`src/rtl/branch_target_buffer_pkg.sv`:
```
// Processor-wide defaults and helpers shared by the branch predictors.
package branch_target_buffer_pkg;

  localparam int BTB_ADDR_WIDTH = 16;
  localparam int BTB_CTR_BITS   = 2;

  // Widest counter sat_ctr_next supports; callers zero-extend into this width
  // and truncate the result back to their own counter width.
  localparam int CTR_MAX_W = 8;

  // Saturating up/down step for a direction counter of 'width' bits.
  function automatic logic [CTR_MAX_W-1:0] sat_ctr_next(
    input logic [CTR_MAX_W-1:0] ctr,
    input logic                 taken,
    input int unsigned          width
  );
    logic [CTR_MAX_W-1:0] ctr_top;
    ctr_top = CTR_MAX_W'((64'd1 << width) - 64'd1);
    if (taken) begin
      return (ctr == ctr_top) ? ctr : ctr + CTR_MAX_W'(1);
    end
    return (ctr == '0) ? ctr : ctr - CTR_MAX_W'(1);
  endfunction

endpackage

```
`src/rtl/branch_target_buffer_priority_encoder.sv`:
```
// Lowest-set-bit encoder: returns the index of the lowest asserted request
// and whether any request is asserted at all.
module priority_encoder #(
  parameter int N = 2,
  parameter int W = $clog2(N)
) (
  input  logic [N-1:0] req,
  output logic [W-1:0] idx,
  output logic         any
);

  // Scan upward and latch onto the first set bit.
  always_comb begin
    idx = '0;
    any = 1'b0;
    for (int unsigned i = 0; i < N; i++) begin
      if (req[i] && !any) begin
        idx = W'(i);
        any = 1'b1;
      end
    end
  end

endmodule

```
`src/rtl/branch_target_buffer.sv`:
```
// Fully associative branch target buffer with per-entry saturating direction
// counters. Lookup is combinational; updates, flush and reset land on the edge.
module branch_target_buffer
  import branch_target_buffer_pkg::*;
#(
  parameter int ADDR_WIDTH = BTB_ADDR_WIDTH,
  parameter int ENTRIES    = 32,
  parameter int CTR_BITS   = BTB_CTR_BITS
) (
  input  logic                  clk,
  input  logic                  reset,
  input  logic                  flush,
  input  logic                  update,
  input  logic [ADDR_WIDTH-1:0] update_pc,
  input  logic [ADDR_WIDTH-1:0] update_target,
  input  logic                  update_taken,
  input  logic [ADDR_WIDTH-1:0] lookup_pc,
  output logic                  lookup_hit,
  output logic                  lookup_taken,
  output logic [ADDR_WIDTH-1:0] lookup_target
);

  localparam int IDX_W = $clog2(ENTRIES);

  logic [ENTRIES-1:0]    valid;
  logic [ADDR_WIDTH-1:0] tag    [ENTRIES];
  logic [ADDR_WIDTH-1:0] target [ENTRIES];
  logic [CTR_BITS-1:0]   ctr    [ENTRIES];
  logic [IDX_W-1:0]      victim;

  logic [ENTRIES-1:0] lookup_match;
  logic [ENTRIES-1:0] update_match;
  logic [IDX_W-1:0]   lookup_idx;
  logic [IDX_W-1:0]   update_idx;
  logic [IDX_W-1:0]   free_idx;
  logic [IDX_W-1:0]   alloc_idx;
  logic               lookup_any;
  logic               update_any;
  logic               free_any;
  logic [CTR_BITS-1:0] ctr_next;

  // Tag compare of every valid entry against both the fetch and resolve PCs.
  always_comb begin
    lookup_match = '0;
    update_match = '0;
    for (int unsigned i = 0; i < ENTRIES; i++) begin
      lookup_match[i] = valid[i] && (tag[i] == lookup_pc);
      update_match[i] = valid[i] && (tag[i] == update_pc);
    end
  end

  priority_encoder #(.N(ENTRIES), .W(IDX_W)) u_lookup_pe (
    .req (lookup_match),
    .idx (lookup_idx),
    .any (lookup_any)
  );

  priority_encoder #(.N(ENTRIES), .W(IDX_W)) u_update_pe (
    .req (update_match),
    .idx (update_idx),
    .any (update_any)
  );

  priority_encoder #(.N(ENTRIES), .W(IDX_W)) u_free_pe (
    .req (~valid),
    .idx (free_idx),
    .any (free_any)
  );

  // Fetch-side prediction outputs, forced to zero on a miss.
  always_comb begin
    lookup_hit    = lookup_any;
    lookup_taken  = lookup_any && ctr[lookup_idx][CTR_BITS-1];
    lookup_target = lookup_any ? target[lookup_idx] : '0;
  end

  // Counter step for a hitting update and slot choice for an allocating one.
  always_comb begin
    ctr_next  = CTR_BITS'(sat_ctr_next(CTR_MAX_W'(ctr[update_idx]), update_taken, CTR_BITS));
    alloc_idx = free_any ? free_idx : victim;
  end

  // Table state: reset > flush > update; updates alongside flush/reset are dropped.
  always_ff @(posedge clk) begin
    if (reset) begin
      valid  <= '0;
      victim <= '0;
      for (int unsigned i = 0; i < ENTRIES; i++) begin
        tag[i]    <= '0;
        target[i] <= '0;
        ctr[i]    <= '0;
      end
    end else if (flush) begin
      valid  <= '0;
      victim <= '0;
    end else if (update) begin
      if (update_any) begin
        ctr[update_idx] <= ctr_next;
        if (update_taken) begin
          target[update_idx] <= update_target;
        end
      end else begin
        valid[alloc_idx]  <= 1'b1;
        tag[alloc_idx]    <= update_pc;
        target[alloc_idx] <= update_target;
        ctr[alloc_idx]    <= update_taken ? '1 : '0;
        if (!free_any) begin
          victim <= (victim == IDX_W'(ENTRIES - 1)) ? '0 : victim + IDX_W'(1);
        end
      end
    end
  end

endmodule

```
`config.mk`:
```
export PLATFORM = sky130hd
export DESIGN_NAME = branch_target_buffer
export DESIGN_NICKNAME = d
export VERILOG_FILES = /design/src/rtl/branch_target_buffer_pkg.sv /design/src/rtl/branch_target_buffer_priority_encoder.sv /design/src/rtl/branch_target_buffer.sv
export SDC_FILE = /design/constraint.sdc
export NUM_CORES = 2
export LEC_CHECK = 0
export ABC_AREA = 0
export ABC_CLOCK_PERIOD_IN_PS = 14000
export CELL_PAD_IN_SITES_DETAIL_PLACEMENT = 0
export CELL_PAD_IN_SITES_GLOBAL_PLACEMENT = 2
export CORE_MARGIN = 2
export CORE_UTILIZATION = 48
export CTS_CLUSTER_DIAMETER = 50
export CTS_CLUSTER_SIZE = 25
export DETAILED_ROUTE_END_ITERATION = 6
export PLACE_DENSITY = 0.88
export SLEW_MARGIN = 5
export SYNTH_ARGS = -nofsm -noshare
export SYNTH_HDL_FRONTEND = slang
export SYNTH_SLANG_ARGS = --single-unit
```
`constraint.sdc`:
```
create_clock -name clk -period 14 [get_ports clk]
set_input_delay 1.4 -clock clk [delete_from_list [all_inputs] [get_ports clk]]
set_output_delay 1.4 -clock clk [all_outputs]
set_load 0.01 [all_outputs]
```
======== Word-level counts from Yosys, hierarchy flattened ========
Memory sizes are Yosys's and may differ from the RTL's.
Index checks and enable logic that the tools add are counted.
cells by class
  $add $sub $neg .......................... 3
  multiply operators ...................... 0
  div/mod/pow operators ................... 0
  magnitude comparators ................... 2
  eq/ne operators ......................... 66
  shifts and indexed selects .............. 0
  muxes and demuxes ....................... 232
  bitwise logic cells ..................... 4
  reduce and logical (&&, ||, !) cells .... 261
operators with widths
  kind                                                  number
  equality test 16 bit                                  64
  two-way mux 5 bit                                     55
  logical AND 1 bit                                     159
  two-way mux 1 bit                                     123
  two-way mux 4 bit                                     24
  zero test 1 bit                                       93
  two-way mux 16 bit                                    4
  OR reduction 16 bit                                   3
  two-way mux 3 bit                                     12
  inverter 32 bit                                       1
  bitwise OR 32 bit                                     1
  two-way mux 2 bit                                     13
  < comparator 5 x 6 -> 1 bit (second input constant)   1
  OR reduction 2 bit                                    3
  adder 5 x 1 -> 5 bit (second input constant)          1
  demux 1 bit (select 5 bit)                            1
  equality test 5 bit (second input constant)           1
  >= comparator 5 x 1 -> 1 bit (second input constant)  1
  AND reduction 3 bit                                   1
  adder 2 x 1 -> 2 bit (second input constant)          1
  equality test 2 bit (second input constant)           1
  zero test 2 bit                                       1
  inverter 1 bit                                        2
  AND reduction 2 bit                                   1
  subtractor 2 x 1 -> 2 bit (second input constant)     1
storage, ports and cells
  flip-flop bits (word level) ............. 37
  bits in latches ......................... 0
  memory bits (writable) .................. 1,088
  ROM bits ................................ 0
  input bits .............................. 53
  output and inout port bits .............. 18
  word-level logic and storage cells ...... 573
  memories kept ........................... 3
memories
  name    depth  width  read ports  clocked after memory_dff  wr ports  RTL line                    source
  tag     32     16     32          0                         32        branch_target_buffer.sv:26  logic [ADDR_WIDTH-1:0] tag [ENTRIES];
  target  32     16     1           0                         32        branch_target_buffer.sv:27  logic [ADDR_WIDTH-1:0] target [ENTRIES];
  ctr     32     2      2           0                         32        branch_target_buffer.sv:28  logic [CTR_BITS-1:0] ctr [ENTRIES];

======== Longest topological paths before layout ========
An unclocked memory read counts as a cell.
  depth after elaboration ................. 105
  mapped depth ............................ 22
  gate-level depth less buffers ........... 14

======== Hierarchy ========
From an unflattened synthesis, not the netlist that was laid out.
second synthesis, totals
  cells, all modules ...................... 4,786
  area, all modules ....................... 60,887.1 µm²
by module, submodules not included
  module                times used  cells each  area each (µm²)  seq. area each (µm²)
  branch_target_buffer  1           4,579       59,562.1         33,412.0
  priority_encoder      3           69          441.7            0.0

======== Worst setup path before layout ========
Ideal clock, no wire load.
  kind .................................... input-to-output
  from .................................... in lookup_pc[15]
  to ...................................... out lookup_target[10]
  data arrival time ....................... 5.163 ns
  data required time ...................... 12.600 ns
  slack ................................... 7.437 ns
  stages on the path ...................... 21
  path buffers ............................ 8
  cells stage by stage .................... buf_2 -> buf_2 -> buf_2 -> buf_2 -> xnor2_1 -> nand4_1 -> or4_1 -> o21ai_0 -> nand2_1 -> a21boi_0 -> a41oi_1 -> o2111ai_1 -> buf_2 -> buf_4 -> buf_4 -> buf_4 -> mux2i_1 -> mux2i_1 -> mux2i_1 -> mux2i_1 -> a22o_1
between the ends
  cells in the longest elaborated chain, start to end .. 98
  elaborated cells on any way between the ends .. 191
  classes of those cells .................. eq/ne: 32; mux: 64; reduce/logical: 94; memory: 1
RTL lines
  item                  RTL line                                     source
  from (decl)           branch_target_buffer.sv:17                   input logic [ADDR_WIDTH-1:0] lookup_pc,
  equality test 16 bit  branch_target_buffer.sv:47                   lookup_match[i] = valid[i] && (tag[i] == lookup_pc);
  logical AND 1 bit     branch_target_buffer.sv:47
  two-way mux 1 bit     branch_target_buffer_priority_encoder.sv:17  if (req[i] && !any) begin
  zero test 1 bit       branch_target_buffer_priority_encoder.sv:17
  logical AND 1 bit     branch_target_buffer_priority_encoder.sv:17
  two-way mux 1 bit     branch_target_buffer_priority_encoder.sv:17
  zero test 1 bit       branch_target_buffer_priority_encoder.sv:17
  logical AND 1 bit     branch_target_buffer_priority_encoder.sv:17
  (+82 left out)        n/a
  zero test 1 bit       branch_target_buffer_priority_encoder.sv:17
  logical AND 1 bit     branch_target_buffer_priority_encoder.sv:17
  two-way mux 1 bit     branch_target_buffer_priority_encoder.sv:17
  zero test 1 bit       branch_target_buffer_priority_encoder.sv:17
  logical AND 1 bit     branch_target_buffer_priority_encoder.sv:17
  two-way mux 5 bit     branch_target_buffer_priority_encoder.sv:17
  memory (32 x 16 bit)  n/a
  two-way mux 16 bit *  branch_target_buffer.sv:74                   lookup_target = lookup_any ? target[lookup_idx] : '0;
  to (decl)             branch_target_buffer.sv:20                   output logic [ADDR_WIDTH-1:0] lookup_target
Every way passes the cells marked *; elsewhere a longest branch is shown, timed or not.

======== Worst setup path in the final report ========
  from .................................... in lookup_pc[5]
  to ...................................... out lookup_target[0]
The elaborated chain is that of the path after synthesis.

==> results.txt <==
The post-synthesis cell type count is 88, and the per-instance average area after synthesis is 11.73 sq um. Dividing total power by cell area gives a power density of 118.2 mW/mm^2. The share of synthesized flip-flops with an asynchronous set or reset was 0; the area of all sequential standard cells was 0.03341 sq mm. The worst setup path is launched from an input pin. The final cycle utilization of the critical path came out at 0.7008. Summed over all failing endpoints, the final setup total negative slack is 0 ns. The number of enable flip-flop cells after synthesis was 1,088; the required time of the critical path was 12.60 ns. The via count of the first global-routing pass was 40,986. Total number of placement rows: 133. Along the worst hold path, the cell count comes to 2. The normalized max-slew margin came out at 0.1333.

The run gives 0 as the total count of hold-check failures in the final report. Leaving out fill and tap cells, the most frequent cell in the layout is sky130_fd_sc_hd__edfxtp_1. Counting the buffers created by CTS gives 137.

The congestion estimate from routability-driven global placement came to 0.9520. Counting every sink on the clock net gives 1,125. CTS built an H-tree with a depth of 4. Relative to the synthesized area, the layout overhead comes to 10.12%. For the finished layout, the period the worst path requires is 9.811 ns. In the synthesized netlist the dominant register cell turns out to be sky130_fd_sc_hd__edfxtp_1.

The root buffer cell chosen for the clock tree is sky130_fd_sc_hd__clkbuf_16. IR analysis of the VDD net gives a maximum drop of 0.00009025 V. The startpoint of the most critical register-to-register path is tag[31][8]. The number of buffers added for setup after CTS was 0. The setup path with the least slack is of type input pin to primary output. The number of DRC markers after the initial detailed-route iteration is 4,836. After clock tree synthesis, the clock-pin slew on the worst setup and hold paths is 0.06 ns.

The type of element capturing the critical path was a primary output. Synthesis produced a netlist whose cell count is 5,434. The share of synthesized area occupied by flip-flops and latches was 0.5240; the number of ports placed on the die boundary was 71.

The clock arrives with 0.03658 ns of skew. The largest net degree at the start of global routing is 140, and the final count of negative-setup-slack endpoints is 0. The total area inside the core boundary comes to 0.1316 sq mm. For the number of optimization iterations in the first detailed-route pass, the log shows 6. The tools report the worst setup path endpoint as lookup_target[0]. The die width is 368.5 um.

Gates resized during post-CTS repair numbered 0. The first global-routing pass estimated 281,400 um of wire. The final net count was 5,427; the worst-margin pin slew was 1.283 ns. After detailed routing, the number of vias per cell comes to 5.810. The tool flagged a number of max-cap violations equal to 0. On the final layout, the worst hold slack is 0.5269 ns. Via total after detailed routing: 42,095. The initial antenna violation count is 4. For the area enclosed by the die boundary, the log shows 0.1358 sq mm. The top fanout value on the critical path is 139.

Port buffering added 70 buffers. In this run the worst hold path is classified as register to register. The total global routing track utilization was 0.2832. Summing all multi-input logic gate instances after layout gives 0.02830 sq mm. Timing would allow up to 0.1019 GHz.

In the routed design, unresolved DRC markers number 0. The filler cells instantiated in the layout total 11,202. After clock tree synthesis, the flow added hold-fix buffers numbering 0.

The count of pins over their slew limit is 0. The total length of routed wires came out at 194,000 um. After legalization and detailed placement, the total HPWL measured 122,400 um. The flow ran to the end, and the final reports show no timing, DRC or antenna violations. The run gives 8.41 ns as the critical path data arrival time. The fraction of final layout cells sized beyond drive strength 1 came out at 0.09311. Counting every net in the synthesized netlist gives 5,489.

In this run the static leakage power is 23.89 nW. In this run the remaining antenna-violating nets after routing total 0. Post-detailed-route wirelength per cell: 26.78 um. In this run the register-to-register setup slack is 7.57 ns.

In this run the vertical extent of the chip is 368.5 um. During synthesis, Yosys emitted a total of 0 warnings. The run gives 0.4844 as the initial standard-cell utilization of the core. TritonCTS built the clock tree. The count of cells along the worst register-to-register path was 12.

Global routing finished with a remaining overflow of 0. Counting flops and latches in the post-synthesis netlist gives 1,125. The first element of the critical path was lookup_pc[5]. In the layout the commonest cells are sky130_fd_sc_hd__edfxtp_1, sky130_fd_sc_hd__and2_1, sky130_fd_sc_hd__xnor2_1.

The logs give 3 for the maximum clock insertion buffer count and 0.06376 sq mm for the total standard cell area after synthesis. The endpoint identified for the worst register-to-register timing path is target[1][12]. Clock latency on the worst-skew pair, taken at its later pin, is 0.80 ns.

Setup repair after global routing left no endpoint under its margin.
[cell type report]
| type | count | share of cell area |
|---|---|---|
| Clock buffer | 156 | 0.05225 |
| Inverter | 25 | 0.001336 |
| Sequential cell | 1125 | 0.4759 |
| Timing Repair Buffer | 180 | 0.02035 |
| Multi-Input combinational cell | 3903 | 0.4031 |
| Antenna cell | 2 | 0.00007128 |
| Clock inverter | 99 | 0.01575 |
| Tap cell | 1755 | 0.03127 |
[worst min path at each step]
stage              start         to  slack (ns)
2_1_floorplan  valid[31]  valid[31]        0.47
3_3_place_gp   victim[3]  victim[3]        0.51
3_5_place_dp   victim[3]  victim[3]        0.51
4_1_cts        victim[3]  victim[3]        0.52
5_1_grt        victim[4]  victim[4]        0.56
6_report       victim[3]  victim[3]        0.53
[cell usage after synthesis, types with 7 or more instances]
cell type                  instances  area (sq um)
sky130_fd_sc_hd__a211oi_1          7         52.55
sky130_fd_sc_hd__a21boi_0          9         67.56
sky130_fd_sc_hd__a21o_1           29         217.7
sky130_fd_sc_hd__a21oi_1          39         195.2
sky130_fd_sc_hd__a22o_1           17         148.9
sky130_fd_sc_hd__a31oi_1           9         56.30
sky130_fd_sc_hd__and2_1         1028          6431
sky130_fd_sc_hd__and3_1            8         50.05
sky130_fd_sc_hd__buf_2           101         505.5
sky130_fd_sc_hd__buf_4            40         300.3
sky130_fd_sc_hd__buf_6            39         439.2
sky130_fd_sc_hd__clkbuf_1        194         728.2
sky130_fd_sc_hd__dfxtp_1          37         740.7
sky130_fd_sc_hd__edfxtp_1       1088         32670
sky130_fd_sc_hd__inv_1            24         90.09
sky130_fd_sc_hd__mux2_2           13         146.4
sky130_fd_sc_hd__mux2i_1         510          5105
sky130_fd_sc_hd__nand2_1         209         784.5
sky130_fd_sc_hd__nand2b_1         43         269.0
sky130_fd_sc_hd__nand3_1          81         405.4
sky130_fd_sc_hd__nand4_1         124         775.7
sky130_fd_sc_hd__nor2_1          227         852.1
sky130_fd_sc_hd__nor2b_1          14         87.58
sky130_fd_sc_hd__nor3_1           37         185.2
sky130_fd_sc_hd__nor4_1          139         869.6
sky130_fd_sc_hd__o211ai_1         11         82.58
sky130_fd_sc_hd__o21ai_0          33         165.2
sky130_fd_sc_hd__o22ai_1          26         162.7
sky130_fd_sc_hd__or2_2            80         500.5
sky130_fd_sc_hd__or3_1            12         75.07
sky130_fd_sc_hd__or4_1            55         412.9
sky130_fd_sc_hd__xnor2_1         597          5229
sky130_fd_sc_hd__xor2_1          427          3740
[worst max-delay path: stages]
cell and delay, ns:
sky130_fd_sc_hd__buf_2 0.65, sky130_fd_sc_hd__buf_4 0.59, sky130_fd_sc_hd__xor2_1 0.13, sky130_fd_sc_hd__nor4_1 0.27
sky130_fd_sc_hd__nand2_1 0.14, sky130_fd_sc_hd__o41ai_1 1.15, sky130_fd_sc_hd__nor2_1 0.30, sky130_fd_sc_hd__a41oi_1 0.59
sky130_fd_sc_hd__o2111ai_4 0.21, sky130_fd_sc_hd__buf_12 0.36, sky130_fd_sc_hd__buf_4 0.47, sky130_fd_sc_hd__mux2i_1 0.17
sky130_fd_sc_hd__mux2i_1 0.28, sky130_fd_sc_hd__mux2i_1 0.14, sky130_fd_sc_hd__mux2i_1 0.36, sky130_fd_sc_hd__a22o_1 0.38
sky130_fd_sc_hd__clkdlybuf4s50_1 0.60
[state kept, by name, indices dropped and copies added, names as in the netlist]
register	flops
valid	32
victim	5
target	512
tag	512
ctr	64
[metal layers]
metal / global-route usage / vias up / share of wire
met5: 0 / - / 0
met2: 0.4223 / 1631 / 0.44
met4: 0.08100 / 0 / 0.026
met1: 0.4192 / 21243 / 0.46
li1: - / 18947 / -
met3: 0.05391 / 274 / 0.083
[metrics by stage]
stage	total power [mW]	instances	cell area, sq um	worst slack (ns)	util
after global placement	4.600	6988	65430	4.395	0.4971
after global routing	8.516	7244	70210	4.037	0.5334
after floorplan	4.397	5434	63760	7.437	-
after detailed placement	4.610	6988	65430	4.377	0.4971
final	8.297	7245	70210	4.189	0.5334
after CTS	8.323	7243	70210	4.385	0.5334
[power by group]
group	total [mW]	internal, mW	switching (mW)	leakage (nW)
Clock	3.75	2.20	1.55	2.30
Sequential	3.90	3.81	0.0886	11.2
Combinational	0.644	0.223	0.421	10.4
Total	8.30	6.24	2.06	23.9
[logic make-up (layout without fill, tap and decap cells)]
family / count (synthesis) / in the layout / share of synthesized area
other cells: 0 / 2 / 0
buf+inv: 406 / 460 / 0.03301
compound gates: 248 / 248 / 0.02804
xor+xnor: 1024 / 1024 / 0.1407
mux: 528 / 528 / 0.08401
flops: 1125 / 1125 / 0.5240
fa+ha+maj: 2 / 2 / 0.0003924
simple gates: 2101 / 2101 / 0.1899
Note: power is estimated with default switching activity, not from simulation.
